<file path="config.mk">
export PLATFORM = sky130hd
export DESIGN_NAME = branch_predictor_table
export DESIGN_NICKNAME = d
export VERILOG_FILES = /design/src/rtl/branch_predictor_table.sv
export SDC_FILE = /design/constraint.sdc
export NUM_CORES = 1
export LEC_CHECK = 0
export ABC_AREA = 1
export CAP_MARGIN = 20
export CORE_UTILIZATION = 54
export CTS_BUF_LIST = sky130_fd_sc_hd__clkbuf_4 sky130_fd_sc_hd__clkbuf_8 sky130_fd_sc_hd__clkbuf_16
export DETAILED_ROUTE_END_ITERATION = 10
export HOLD_SLACK_MARGIN = 0.06
export PLACE_DENSITY = 0.82
export SLEW_MARGIN = 20
export SYNTH_ARGS = -nofsm -noshare
export SYNTH_HDL_FRONTEND = slang
export SYNTH_SLANG_ARGS = --single-unit
</file>
<file path="constraint.sdc">
create_clock -name clk -period 6.9 [get_ports clk]
set_clock_uncertainty 0.1 [all_clocks]
set_input_delay 1.38 -clock clk [delete_from_list [all_inputs] [get_ports clk]]
set_output_delay 1.38 -clock clk [all_outputs]
set_load 0.01 [all_outputs]
</file>
<file path="src/rtl/branch_predictor_table.sv">
// ----------------------------------------------------------------------------
// branch_predictor_table
//
// PC-indexed branch history table of CTR_BITS-wide saturating counters, with
// optional gshare indexing through a non-speculative global history register.
// The IF side gets a combinational prediction and predicted next PC. The EX side
// trains the table and the GHR, and raises a redirect on a mispredict. The
// table index used by IF travels down the pipeline (EX_index), so each update
// lands on the entry that made the prediction.
//
// Ports
//   clk               clock
//   reset             synchronous, active-low reset
//   IF_opcode         opcode of the fetched instruction
//   IF_pc             fetch PC
//   IF_imm            branch immediate of the fetched instruction
//   EX_branch         EX holds a resolved conditional branch this cycle
//   EX_branch_taken   actual branch outcome
//   EX_prediction     branch_estimation carried from IF
//   EX_index          predict_index carried from IF
//   EX_pc             PC of the EX branch
//   EX_imm            immediate of the EX branch
//   branch_estimation predicted taken
//   branch_target     predicted next PC
//   predict_index     table index used for the IF prediction
//   mispredict        EX mispredict; flush IF/ID
//   redirect_pc       corrected PC (always driven, meaningful when mispredict=1)
//   branch_count      resolved branches (saturating)
//   mispredict_count  mispredicted branches (saturating)
// ----------------------------------------------------------------------------
module branch_predictor_table #(
    parameter int unsigned XLEN       = 32,
    parameter int unsigned INDEX_BITS = 6,
    parameter int unsigned CTR_BITS   = 2,
    parameter int unsigned GHR_BITS   = 0,
    parameter int unsigned STAT_BITS  = 32
) (
    input  logic                  clk,
    input  logic                  reset,
    input  logic [6:0]            IF_opcode,
    input  logic [XLEN-1:0]       IF_pc,
    input  logic [XLEN-1:0]       IF_imm,
    input  logic                  EX_branch,
    input  logic                  EX_branch_taken,
    input  logic                  EX_prediction,
    input  logic [INDEX_BITS-1:0] EX_index,
    input  logic [XLEN-1:0]       EX_pc,
    input  logic [XLEN-1:0]       EX_imm,
    output logic                  branch_estimation,
    output logic [XLEN-1:0]       branch_target,
    output logic [INDEX_BITS-1:0] predict_index,
    output logic                  mispredict,
    output logic [XLEN-1:0]       redirect_pc,
    output logic [STAT_BITS-1:0]  branch_count,
    output logic [STAT_BITS-1:0]  mispredict_count
);

    localparam int unsigned ENTRIES = 1 << INDEX_BITS;

    localparam logic [6:0]           OPCODE_BRANCH = 7'b1100011;
    localparam logic [CTR_BITS-1:0]  CTR_MAX       = '1;
    // Weakly-not-taken: 01 for 2-bit counters, 0 for 1-bit counters.
    localparam logic [CTR_BITS-1:0]  CTR_INIT      = CTR_MAX >> 1;
    localparam logic [CTR_BITS-1:0]  CTR_ONE       = CTR_BITS'(1);
    localparam logic [STAT_BITS-1:0] STAT_ONE      = STAT_BITS'(1);
    localparam logic [XLEN-1:0]      PC_STEP       = XLEN'(4);

    logic [CTR_BITS-1:0]   bht [ENTRIES];
    logic [INDEX_BITS-1:0] pc_index;
    logic [INDEX_BITS-1:0] ghr_index;

    // Word-aligned PC bits select the entry; byte-offset and high PC bits are
    // intentionally not part of the index.
    assign pc_index = IF_pc[INDEX_BITS+1:2];

    logic unused_pc_bits;
    assign unused_pc_bits = ^{IF_pc[XLEN-1:INDEX_BITS+2], IF_pc[1:0]};

    // ------------------------------------------------------------------
    // Global history (present only for gshare configurations)
    // ------------------------------------------------------------------
    generate
        if (GHR_BITS > 0) begin : g_ghr
            logic [GHR_BITS-1:0] ghr;

            always_ff @(posedge clk) begin
                if (!reset) begin
                    ghr <= '0;
                end else if (EX_branch) begin
                    // Truncating cast keeps the low GHR_BITS of {ghr, outcome},
                    // i.e. shift left and insert the new outcome; also valid
                    // for a 1-bit history.
                    ghr <= GHR_BITS'({ghr, EX_branch_taken});
                end
            end

            assign ghr_index = INDEX_BITS'(ghr);
        end else begin : g_no_ghr
            assign ghr_index = '0;
        end
    endgenerate

    assign predict_index = pc_index ^ ghr_index;

    // ------------------------------------------------------------------
    // Counter table. Reads are asynchronous; a same-cycle EX write to the
    // entry being read is not bypassed, so IF sees the pre-update value.
    // ------------------------------------------------------------------
    always_ff @(posedge clk) begin
        if (!reset) begin
            for (int unsigned i = 0; i < ENTRIES; i++) begin
                bht[INDEX_BITS'(i)] <= CTR_INIT;
            end
        end else if (EX_branch) begin
            if (EX_branch_taken) begin
                if (bht[EX_index] != CTR_MAX) begin
                    bht[EX_index] <= bht[EX_index] + CTR_ONE;
                end
            end else begin
                if (bht[EX_index] != '0) begin
                    bht[EX_index] <= bht[EX_index] - CTR_ONE;
                end
            end
        end
    end

    // ------------------------------------------------------------------
    // IF-side prediction
    // ------------------------------------------------------------------
    always_comb begin
        branch_estimation = 1'b0;
        if (IF_opcode == OPCODE_BRANCH) begin
            branch_estimation = bht[predict_index][CTR_BITS-1];
        end
        branch_target = IF_pc + (branch_estimation ? IF_imm : PC_STEP);
    end

    // ------------------------------------------------------------------
    // EX-side resolution
    // ------------------------------------------------------------------
    always_comb begin
        mispredict  = EX_branch && (EX_prediction != EX_branch_taken);
        redirect_pc = EX_pc + (EX_branch_taken ? EX_imm : PC_STEP);
    end

    // ------------------------------------------------------------------
    // Saturating performance counters
    // ------------------------------------------------------------------
    always_ff @(posedge clk) begin
        if (!reset) begin
            branch_count     <= '0;
            mispredict_count <= '0;
        end else begin
            if (EX_branch && (branch_count != '1)) begin
                branch_count <= branch_count + STAT_ONE;
            end
            if (mispredict && (mispredict_count != '1)) begin
                mispredict_count <= mispredict_count + STAT_ONE;
            end
        end
    end

endmodule

</file>
# Yosys cells after proc, flatten, opt, wreduce, memory -nomap -nowiden
# Memory sizes are Yosys's and may differ from the RTL's.
# Cells that the tools add are included.
# op_classes
n_addsub	6
multipliers	0
n_lt_le_gt_ge	0
mux	18
n_reduce_logical	5
n_shift	0
n_bitwise	1
eq_ne	5
div	0
# op_table
operator	n
$add 32x1->32 const B	2
$add 32x32->32	2
$mux 32	2
$ne 32x32->1 const B	2
$mux 1	13
$eq 7x7->1 const B	1
$mux 6	1
$mux 2	2
$logic_and 1x1->1	3
$add 2x1->2 const B	1
$ne 2x2->1 const B	1
$reduce_bool 2->1	1
$reduce_or 2->1	1
$sub 2x1->2 const B	1
$ne 1x1->1	1
$or 1x1->1	1
# word_totals
input_bits	146
ram_bits	128
regBits	64
mem_bits_ro	0
mem_count	1
word_cells	38
output_inout_bits	136
latchBits	0
# memory_table
name	words	width	rd	rd_clocked_by_memory_dff	wr	line	text
bht	64	2	2	0	64	68	logic [CTR_BITS-1:0] bht [ENTRIES];

# Logic depth before layout (Yosys ltp)
# Gate-level depths: netlist of run 1.
# An unclocked memory read counts as a cell.
# logic_depth
ltp_word	10
depth_mapped	26
ltp_nobuf	23

# Least setup slack after synthesis of run 1
# Ideal clock, no wire load.
# synth_path
path_kind	input to output
from	input port IF_pc[2]
to	output port branch_target[24]
path_slack_ps	704
cell_stages	26
arrival_ps	4716
required_time_ps	5420
cell_sequence	clkbuf_1 > inv_1 > clkbuf_1 > nand2_1 > nand3_1 > nand3_1 > nand2_1 > nand2_1 > nand3_1 > nand3_1 > nand2_1 > nand2_1 > clkbuf_1 > nor2_1 > ha_1 > inv_1 > fa_1 > o21ai_0 > a21oi_1 > o21ai_0 > nand2_1 > a31oi_1 > nand2_1 > nand2_1 > nand2_1 > nand2_1
# synth_between
elab_chain_len	4
# synth_rtl
element	line	text
start: declaration	41	input logic [XLEN-1:0] IF_pc,
$mem_v2 64x2	n/a	
$mux 1	132	if (IF_opcode == OPCODE_BRANCH) begin
$mux 32	135	branch_target = IF_pc + (branch_estimation ? IF_imm : PC_STEP);
$add 32x32->32 (*)	135	
end: declaration	50	output logic [XLEN-1:0] branch_target,
# Every way passes the cells marked *; elsewhere a longest branch is shown, timed or not.

# Final worst setup path of run 1
# layout_path
from	input port IF_pc[4]
to	output port branch_target[20]
# The elaborated chain is that of the path after synthesis.

==> metrics.md, run 1 <==
| Metric | Value |
|---|---|
| Post-synth ARST share | `0%` |
| Power per cell area | `156 mW/mm2` |
| Register-to-Register Setup Slack | `3.71 ns` |
| Synthesized instance count | `2240` |
| Worst r2r path cells | `16` |
| Final hold violation count | `0` |
| PortBufs | `~280` |
| Most frequent cell after synthesis | `nand2_1` |
| GP Congestion | `0.999` |
| Combinational Power Share | `25.4%` |
| Num ports | `around 280` |
| Residual DRC | `0` |
| Global-route wire length before repair | `around 74 mm` |
| CTS Sinks | `192` |
| CP required | `roughly 5.4 ns` |
| Pre-CTS setup slack | `-0.206 ns` |
| Root Buffer | `clkbuf_16` |
| FP Rows | `60` |
| Detailed Place HPWL | `between 30 and 40 mm` |
| DR iter-0 viols | `1578` |
| Synth-to-layout area growth | `27.4%` |
| Starting Density | `between 50% and 60%` |
| Filler instances | `between 2000 and 2500` |
| Worst VDD drop | `about 0.13 mV` |
| R2r startpoint | `bht[32][1]` |
| H-tree depth | `4` |
| Initial antenna violation count | `0` |
| Switching fraction of total power | `between 30% and 40%` |
| Sequential share of power | `~42%` |
| Via count | `16500` |
| Class of the worst hold path | `reg2reg` |
| Hold_ws | `~0.39 ns` |
| Total power | `between 2 and 3 mW` |
| Cells after DPL | `between 2000 and 3000` |
| Critical Path AT | `approximately 5.2 ns` |
| GRT Overall Usage | `32.2%` |
| Hold wc startpoint | `mispredict_count[25]` |
| Clock group share of total power | `between 30% and 40%` |
| Layout cells sized above 1 | `6.37%` |
| Syn Nets | `around 2500` |
| Synth area leader | `edfxtp_1` |
| Post-route ant nets | `0` |
| CTS buffer count | `17` |
| Die X | `roughly 170 um` |
| Final wirelength | `46.8 mm` |
| Pint | `about 2.0 mW` |
| Status | `complete, no violations` |
| Register Area | `between 0.005 and 0.006 mm2` |
| Setup-failing EPs final | `0` |
| P_leak | `8.48 nW` |
| Rel. slew slack | `between 20% and 30%` |
| Slew Viols, Final | `0` |
| Top post-synthesis cells by area | `edfxtp_1 (26%), nand2_1 (19%), dfxtp_1 (8.5%)` |
| Commonest cells in the netlist | `nand2_1 (772), inv_1 (217), nor2_1 (200), nand3_1 (163), edfxtp_1 (128)` |
| Crit path capture type | `primary output` |
| Count of different cell masters after synthesis | `41` |
| Vias in the first global route | `15300` |
| Sw Pwr | `943 uW` |
| Avg Cell Area, Syn | `6.70 um2` |
| Ant diodes | `0` |
| Worst hold path endpoint | `mispredict_count[25]` |
| Clock Pin Slew Worst Setup and Hold Paths | `approximately 0.08 ns` |
| First-pass DRT Iterations | `6` |
| Total congestion overflow | `0` |
| Top FF cell, synth | `edfxtp_1` |
| FMAX | `about 150 MHz` |
| Fin worst setup slack | `~0.26 ns` |
| Crit Path Max Fanout | `6` |
| Max-cap violations | `0` |
| Register area share after synthesis | `between 30% and 40%` |
| Post-synth EDFFs | `128` |
| Avg WL per Cell | `about 16 um` |
| Yosys reg bits | `roughly 190` |
| Worst-skew pair later-pin latency | `roughly 0.45 ns` |
| Post-synth top area share | `around 26%` |
| Synth Cell Area | `between 0.015 and 0.02 mm2` |
| Vias per cell | `5.68` |
| DIE AREA | `around 0.028 mm2` |
| Layout Nets | `2727` |
| Final non-filler cell total | `2900` |
| Largest net degree at the start of global routing | `100` |
| Synthesis warning total | `0` |
| Worst slew pin tran | `~1.1 ns` |
| Hold Path Cell Cnt | `2` |
| Core Box Area | `between 0.02 and 0.03 mm2` |
| Footprint of the multi-input gates | `roughly 0.0086 mm2` |
| Final min period | `roughly 6.6 ns` |
| Final core occ | `70.5%` |
| CTS max path bufs | `2` |
| CP startpoint kind | `input port` |
| R2R Path End | `bht[17][1]` |
| Tcrit/Tclk final | `between 90% and 100%` |
| Die span in y | `about 170 um` |
| CP Class | `in2out` |
| RSZ-0062 raised after global routing | `false` |
| CTS tree | `yes` |
==> flip-flops by register name, summed over array words and instances, names as in the netlist <==
| name | cells |
|---|---|
| bht | 128 |
| mispredict_count | 32 |
| branch_count | 32 |
==> layout make-up <==
| class | instances | area share (%) |
|---|---|---|
| Multi-Input combinational cell | 1714 | 45.0 |
| Timing Repair Buffer | 370 | 18.4 |
| Clock inverter | 15 | 0.740 |
| Inverter | 220 | 4.34 |
| Sequential cell | 192 | 26.8 |
| Tap cell | 372 | 2.44 |
| Clock buffer | 17 | 2.23 |
==> critical path, cell delays in order <==
cell,delay [ns]
clkdlybuf4s50_1,0.58
buf_4,0.19
nand3_1,0.10
nand2_1,0.07
nand2_1,0.04
nand3b_1,0.09
nand3_1,0.09
nand2_2,0.14
nand2_4,0.10
nor2_2,0.10
ha_1,0.18
inv_1,0.06
fa_1,0.40
o21ai_2,0.17
a21oi_1,0.12
o21ai_2,0.16
nand2_1,0.12
a31oi_2,0.23
buf_4,0.15
xor2_1,0.13
clkdlybuf4s50_1,0.55
==> power groups by stage <==
stage | Combinational (mW) | Clock (mW) | Sequential (mW)
floorplan | 0.420 | 0 | 1.27
global placement | 0.728 | 0 | 1.28
detailed placement | 0.740 | 0 | 1.28
CTS | 0.746 | 0.969 | 1.26
global route | 0.818 | 1.02 | 1.26
finish | 0.757 | 0.966 | 1.26
==> repair_timing <==
action                     4_1_cts  5_1_grt
hold buffers                     0        0
pin swaps                        2        3
resized for setup               11       19
setup endpoints to repair       17       22
gates cloned                     0        0
setup buffers                    2        2
==> routing by layer <==
metal	routed length [um]	vias up	global-route usage, %
met5	0	-	0
met4	1350	0	11.7
met3	4490	101	5.26
met2	22400	905	55.6
met1	18600	7512	40.5
li1	-	7943	-
==> through the flow <==
step                      setup TNS (ns)  cell area [um2]
final                                  0            19100
after floorplan                        0            15000
after detailed placement           -1.20            18400
after global routing                   0            19100
after global placement            -0.201            18400
after CTS                              0            19000
==> cell usage in the layout (no fill, tap or decap), types with 4 or more instances in the layout <==
cell	instances
o21ai_0	72
nor3_2	10
a21oi_1	111
buf_4	84
nor2_1	199
or2_2	4
o21bai_1	4
nand4_1	89
nor4_1	13
nand3b_1	4
nand2_1	768
inv_1	215
xnor2_1	27
a31oi_1	15
a21o_1	16
inv_2	4
clkdlybuf4s50_1	276
ha_1	64
nand3_1	163
nor3b_1	11
inv_8	4
clkbuf_16	17
xor2_1	45
edfxtp_1	128
nor3_1	54
dfxtp_1	64
inv_6	7
==> worst max path at each step <==
stage / start / endpoint / slack (ns) / cells past startpoint
floorplan: IF_pc[2] / branch_target[24] / 0.70 / 26
global placement: IF_pc[3] / branch_target[30] / -0.09 / 20
detailed placement: IF_pc[3] / branch_target[24] / -0.21 / 24
CTS: IF_pc[2] / branch_target[31] / 0.04 / 25
global route: IF_pc[4] / branch_target[24] / 0.04 / 23
finish: IF_pc[4] / branch_target[20] / 0.26 / 21
==> cell families after synthesis <==
group | count (synthesis) | share of synthesized area (%)
compound gates | 249 | 9.20
xor+xnor | 72 | 4.20
fa+ha+maj | 66 | 5.60
buf+inv | 334 | 9.24
flops | 192 | 34.2
simple gates | 1327 | 37.6
Note: power is estimated with default switching activity, not from simulation.
==> run 2: changes to the inputs <==
==> constraint.sdc (replaced) <==
create_clock -name clk -period 7.45 [get_ports clk]
set_clock_uncertainty 0.1 [all_clocks]
set_input_delay 1.49 -clock clk [delete_from_list [all_inputs] [get_ports clk]]
set_output_delay 1.49 -clock clk [all_outputs]
set_load 0.01 [all_outputs]
==> run 2 against run 1 <==
Compared with the run above:
- total power down 8.1%
- utilization fell by 1.3 points
- register-to-register slack better by 0.52 ns
- hold slack worse by 0.018 ns
- via count down 1.9%
- global-route usage fell by 0.73 points
- non-clock buffer count fell by 44
- critical endpoint is now branch_target[17]
- largest cell class unchanged
==> metrics.md, run 2 (synthesized netlist as in run 1, its figures left out) <==
| Metric | Value |
|---|---|
| Status | `complete, no violations` |
| CTS max path bufs | `2 (unchanged)` |
| Top Registers | `bht: 128 flops, branch_count: 32 flops, mispredict_count: 32 flops` |
| CP Class | `in2out` |
| Core Box Area | `0.0271 mm2 (unchanged)` |
| FP Rows | `60 (unchanged)` |
| P_leak | `8.26 nW (-2.5%)` |
| Vias per cell | `5.65 (-0.43%)` |
| Hold_ws | `0.373 ns (-0.0177 ns)` |
| Commonest non-fill, non-tap cell in the layout | `nand2_1` |
| Worst slew pin tran | `1.13 ns (-0.00381 ns)` |
| Avg WL per Cell | `16.1 um (-0.58%)` |
| Worst-skew pair later-pin latency | `0.44 ns (about the same)` |
| Starting Density | `55.4% (unchanged)` |
| Class of the worst hold path | `reg2reg` |
| Footprint of the multi-input gates | `0.00856 mm2 (-0.49%)` |
| Slowest stage delay, CP | `0.56 ns (-0.02 ns)` |
| Max-cap violations | `0 (unchanged)` |
| Register Area | `0.00512 mm2 (unchanged)` |
| CTS buffer count | `17 (unchanged)` |
| Via count | `16100 (-1.9%)` |
| CTS Sinks | `192 (unchanged)` |
| DR iter-0 viols | `1563 (-0.95%)` |
| Max reg flops | `128 (unchanged)` |
| Critical Path AT | `5.58 ns (+0.42 ns)` |
| GP Congestion | `0.980 (-1.9%)` |
| Power per cell area | `146 mW/mm2 (-6.4%)` |
| Crit path top cell by count | `nand2_1` |
| DR WL met3 | `4.05 mm (-9.7%)` |
| CTS tree | `yes` |
| Filler instances | `2285 (+0.44%)` |
| Layout cells sized above 1 | `4.19% (-2.2 points)` |
| Vias in the first global route | `14900 (-3.1%)` |
| Clock Pin Slew Worst Setup and Hold Paths | `0.07 ns (about the same)` |
| Slew Viols, Final | `0 (unchanged)` |
| Final wirelength | `45.9 mm (-2.1%)` |
| GRT Overall Usage | `31.5% (-0.73 points)` |
| Met2 routed WL | `21.9 mm (-1.9%)` |
| Die X | `169 um (unchanged)` |
| Worst VDD drop | `0.126 mV (-6.1%)` |
| Tcrit/Tclk final | `between 90 and 100%` |
| Final min period | `just over 7 ns` |
| Num ports | `282 (unchanged)` |
| Root Buffer | `clkbuf_16` |
| Setup-failing EPs final | `0 (unchanged)` |
| Crit-path slowest cell | `clkdlybuf4s50_1` |
| Commonest non-fill, non-tap cells in the layout | `nand2_1 (769), clkdlybuf4s50_1 (277), inv_1 (217)` |
| Crit-path cells | `clkdlybuf4s50_1 -> inv_1 -> nand3_1 -> nand2_1 -> nand2_1 -> nand3_1 -> nand3_1 -> nand2_1 -> nand2_2 -> or2_2 -> ha_1 -> a21oi_1 -> nand2_1 -> nand2_1 -> nand3_1 -> a21boi_1 -> o21ai_0 -> buf_4 -> a21oi_1 -> xnor2_1 -> clkdlybuf4s50_1` |
| Largest net degree at the start of global routing | `100 (unchanged)` |
| Total congestion overflow | `0 (unchanged)` |
| Largest register by flop count | `bht` |
| Max Used Layer | `met5` |
| PortBufs | `281 (unchanged)` |
| Crit path capture type | `primary output` |
| FMAX | `roughly 140 MHz` |
| First-pass DRT Iterations | `5 (-1)` |
| CP required | `5.86 ns (+0.44 ns)` |
| DIE AREA | `0.0285 mm2 (unchanged)` |
| Met1 Routed Length | `18.5 mm (-0.64%)` |
| CP startpoint kind | `input port` |
| H-tree depth | `4 (unchanged)` |
| Post-route ant nets | `0 (unchanged)` |
| Crit Path Max Fanout | `8 (+2)` |
| Hold Buf Count CTS | `0 (unchanged)` |
| Global-route wire length before repair | `72.4 mm (-2.5%)` |
| Final hold violation count | `0 (unchanged)` |
| Die span in y | `169 um (unchanged)` |
| Layout Nets | `2683 (-1.6%)` |
| Residual DRC | `0 (unchanged)` |
| Detailed Place HPWL | `33.3 mm (-3.1%)` |
| Final core occ | `69.2% (-1.3 points)` |
| Setup TNS | `0 ns (unchanged)` |
| Initial antenna violation count | `2 (+2)` |
| Synth-to-layout area growth | `25.0%` |
| Rel. slew slack | `24.9% (+0.25 points)` |
-- run 2: cell count changes in the layout (fill, tap and decap cells not counted), sizes merged --
cell           previous run  this run
clkinvlp                  1         0
clkdlybuf4s50           276       277
diode                     0         1
clkbuf                   17        19
buf                      91        46
dlygate4sd2               1         0
inv                     230       227
clkinv                    4         7
-- run 2: final cells by class --
class / instances / share of cell area [%]
Tap cell: 372 / 2.48
Inverter: 220 / 4.40
Multi-Input combinational cell: 1714 / 45.6
Clock buffer: 18 / 2.31
Sequential cell: 192 / 27.3
Clock inverter: 14 / 0.667
Timing Repair Buffer: 326 / 17.2
Antenna cell: 1 / 0.0133
-- run 2: worst max-delay path: cells and delay by family --
family / cells / cell delay [ns]
adders and majority gates: 1 / 0.34
and+or+nand+nor: 11 / 1.40
xor gates and xnor gates: 1 / 0.15
buffers and inverters: 4 / 1.57
AOI/OAI and AO/OA: 4 / 0.64
-- run 2: worst paths after layout --
path	startpoint	endpoint	slack, ns	cells after the start
worst max register to register	bht[33][1]	bht[27][1]	4.23	15
worst min register to register	branch_count[4]	branch_count[4]	0.37	2
worst min-delay path	branch_count[4]	branch_count[4]	0.37	2
worst max-delay path	IF_pc[4]	branch_target[17]	0.28	21
-- run 2: through the flow --
step / cells / setup slack, ns / cell area, um2 / total power [mW]
after floorplan: 2240 / 1.03 / 15000 / 1.57
after global placement: 2822 / 0.246 / 18100 / 1.85
after detailed placement: 2823 / 0.0806 / 18100 / 1.86
after CTS: 2855 / 0.0136 / 18700 / 2.73
after global routing: 2857 / -0.00913 / 18800 / 2.84
final: 2857 / 0.279 / 18800 / 2.74
-- run 2: per-layer routing --
layer / vias to the layer above / global-route usage (%)
met5: - / 0
li1: 7859 / -
met1: 7321 / 40.1
met4: 2 / 11.4
met2: 853 / 53.4
met3: 112 / 5.42
-- run 2: what timing repair did --
item | in CTS | in global routing
endpoints found under the setup margin | 0 | 20
gates resized for setup | 0 | 16
buffers inserted | 0 | 0
-- run 2: report_power, final --
part	switching (mW)	leakage, nW	internal, mW	total, mW
Clock	0.444	0.280	0.445	0.889
Sequential	0.0153	1.64	1.15	1.16
Combinational	0.401	6.35	0.283	0.684
==> run 3: changes to the inputs <==
--- a/config.mk
+++ b/config.mk
@@ -11,6 +11,7 @@
 export CTS_BUF_LIST = sky130_fd_sc_hd__clkbuf_4 sky130_fd_sc_hd__clkbuf_8 sky130_fd_sc_hd__clkbuf_16
 export DETAILED_ROUTE_END_ITERATION = 10
 export HOLD_SLACK_MARGIN = 0.06
+export MAX_ROUTING_LAYER = met4
 export PLACE_DENSITY = 0.82
 export SLEW_MARGIN = 20
 export SYNTH_ARGS = -nofsm -noshare
==> run 3 against run 2 <==
Compared with the run above:
- the flow now finishes with violations (design-rule violations)
- critical endpoint unchanged
- setup slack improved by 0.037 ns
- critical path type unchanged
- combinational power barely moved
- via count is essentially flat
- utilization fell by 0.088 points
- non-clock buffer count increased by 2
- cell count is essentially flat
- highest routed layer is now met4
==> metrics.md, run 3 (synthesized netlist as in run 1, its figures left out) <==
| Metric | Value |
|---|---|
| Slew Viols, Final | `0 (unchanged)` |
| Final core occ | `69.1% (-0.088 points)` |
| Switching fraction of total power | `31.7% (+0.23 points)` |
| Crit Path Max Fanout | `16 (+8)` |
| Worst-skew pair later-pin latency | `0.45 ns (about the same)` |
| Worst VDD drop | `0.107 mV (-15%)` |
| Hold_ws | `0.378 ns (+0.00445 ns)` |
| Crit path capture type | `primary output` |
| Register Area | `0.00512 mm2 (unchanged)` |
| FP Rows | `60 (unchanged)` |
| Filler instances | `2325 (+1.8%)` |
| Clock Pin Slew Worst Setup and Hold Paths | `0.07 ns (about the same)` |
| Class of the worst hold path | `reg2reg` |
| Layout cells sized above 1 | `4.26% (+0.077 points)` |
| Layout Nets | `2685 (+0.075%)` |
| Total power | `2.74 mW (+0.25%)` |
| Core Box Area | `0.0271 mm2 (unchanged)` |
| CP startpoint kind | `input port` |
| CTS buffer count | `17 (unchanged)` |
| Total congestion overflow | `0 (unchanged)` |
| Top Registers | `bht: 128 flops, branch_count: 32 flops, mispredict_count: 32 flops` |
| Worst slew pin tran | `1.13 ns (-0.00112 ns)` |
| Die span in y | `169 um (unchanged)` |
| Final hold violation count | `0 (unchanged)` |
| Pre-CTS setup slack | `0.0641 ns (-0.0165 ns)` |
| Crit path top cell by count | `nand2_1` |
| Avg WL per Cell | `16.1 um (+0.20%)` |
| Detailed Place HPWL | `33.8 mm (+1.6%)` |
| H-tree depth | `4 (unchanged)` |
| Num ports | `282 (unchanged)` |
| Synth-to-layout area growth | `24.9%` |
| Largest register by flop count | `bht` |
| Setup TNS | `0 ns (unchanged)` |
| Area after DPL | `0.0181 mm2 (about the same)` |
| Largest net degree at the start of global routing | `129 (+29%)` |
| Clock group share of total power | `32.7% (+0.2 points)` |
| Crit-path slowest cell | `clkdlybuf4s50_1` |
| RSZ-0062 raised after global routing | `false` |
| Residual DRC | `1 (+1)` |
| Sw Pwr | `869 uW (+0.98%)` |
| Power per cell area | `146 mW/mm2 (+0.38%)` |
| Crit-path cells | `clkdlybuf4s50_1 -> buf_4 -> a21oi_1 -> o21ai_0 -> nand3_1 -> nand2_1 -> nand2_1 -> nand2_1 -> nand3_1 -> nand2_1 -> nand2_2 -> or2_2 -> ha_1 -> a21oi_1 -> nand2_1 -> nand2_1 -> nand3_1 -> a21boi_1 -> o21ai_0 -> buf_4 -> a21oi_1 -> xnor2_1 -> clkdlybuf4s50_1` |
| Failing checks | `design-rule violations` |
| Top Family by Delay on Critical Path | `buffers and inverters` |
| Sequential share of power | `42.4% (about the same)` |
| Die X | `169 um (unchanged)` |
| DIE AREA | `0.0285 mm2 (unchanged)` |
| PortBufs | `281 (unchanged)` |
| Fin worst setup slack | `0.316 ns (+0.0372 ns)` |
| CTS tree | `yes` |
| Footprint of the multi-input gates | `0.00855 mm2 (about the same)` |
| Post-route ant nets | `0 (unchanged)` |
| CTS max path bufs | `2 (unchanged)` |
| GRT Overall Usage | `32.5% (+1.0 points)` |
| Tcrit/Tclk final | `95.8% (-0.50 points)` |
| Global-route wire length before repair | `72.7 mm (+0.42%)` |
| Max reg flops | `128 (unchanged)` |
| First-pass DRT Iterations | `11 (+6)` |
| Rel. slew slack | `24.9% (+0.074 points)` |
| FMAX | `140 MHz (+0.52%)` |
| Starting Density | `55.4% (unchanged)` |
| Root Buffer | `clkbuf_16` |
| Final non-filler cell total | `2859 (+0.070%)` |
| Final min period | `7.13 ns (-0.0372 ns)` |
| Setup-failing EPs final | `0 (unchanged)` |
| Buf/Inv on CP | `4 (unchanged)` |
| Combinational Power Share | `24.9% (about the same)` |
| Vias in the first global route | `14900 (+0.33%)` |
| Commonest non-fill, non-tap cells in the layout | `nand2_1 (769), clkdlybuf4s50_1 (278), inv_1 (217)` |
| CTS Sinks | `192 (unchanged)` |
| CP Class | `in2out` |
| Pint | `1.87 mW (about the same)` |
| Max-cap violations | `0 (unchanged)` |
| Hold Buf Count CTS | `0 (unchanged)` |
| Slowest stage delay, CP | `0.56 ns (about the same)` |
| Cells after DPL | `2826 (+0.11%)` |
| CP required | `5.86 ns (about the same)` |
| Post-Layout Inst Area | `0.0187 mm2 (-0.13%)` |
| Via count | `16200 (+0.056%)` |
| Commonest non-fill, non-tap cell in the layout | `nand2_1` |
| Final wirelength | `46.0 mm (+0.27%)` |
| GP Congestion | `0.964 (-1.6%)` |
| P_leak | `8.25 nW (-0.22%)` |
| Vias per cell | `5.65 (about the same)` |
| DR iter-0 viols | `1727 (+10%)` |
| Initial antenna violation count | `1 (-1)` |
| Critical Path AT | `5.54 ns (-0.04 ns)` |
| Status | `complete, but fails checks` |
## run 3: cell type report
type                            instances  share of cell area, %
Multi-Input combinational cell       1714                   45.7
Sequential cell                       192                   27.4
Timing Repair Buffer                  328                   17.0
Inverter                              220                   4.41
Tap cell                              372                   2.48
Clock buffer                           17                   2.27
Clock inverter                         15                  0.788
Antenna cell                            1                 0.0134
## run 3: tightest hold or removal path, cell delays in order (launching register included)
cell	delay, ns
dfxtp_1	0.33
inv_1	0.05
a21oi_1	0.05
## run 3: path summary, 6_finish.rpt
kind                                       from                 to  slack (ns)  cells past startpoint
worst max-delay path                   IF_pc[3]  branch_target[17]        0.32                     23
worst min-delay path            branch_count[4]    branch_count[4]        0.38                      2
worst max register to register       bht[46][0]         bht[43][1]        3.93                     15
worst min register to register  branch_count[4]    branch_count[4]        0.38                      2
## run 3: power groups by stage
stage | combinational [mW] | sequential [mW] | clock [mW]
after floorplan | 0.389 | 1.18 | 0
after global placement | 0.663 | 1.19 | 0
after detailed placement | 0.672 | 1.19 | 0
after CTS | 0.675 | 1.16 | 0.896
after global routing | 0.741 | 1.16 | 0.938
final | 0.683 | 1.16 | 0.898
## run 3: repair_timing
action | 4_1_cts | 5_1_grt
buffers inserted | 0 | 0
gates resized for setup | 0 | 15
endpoints found under the setup margin | 0 | 20
## run 3: routing by layer
| layer | global-route usage [%] | vias up | part of all wire, % |
|---|---|---|---|
| met5 | - | - | 0 |
| met4 | 10.4 | 0 | 2.7 |
| met3 | 5.47 | 95 | 8.8 |
| li1 | - | 7864 | - |
| met1 | 40.3 | 7372 | 40 |
| met2 | 53.9 | 825 | 48 |
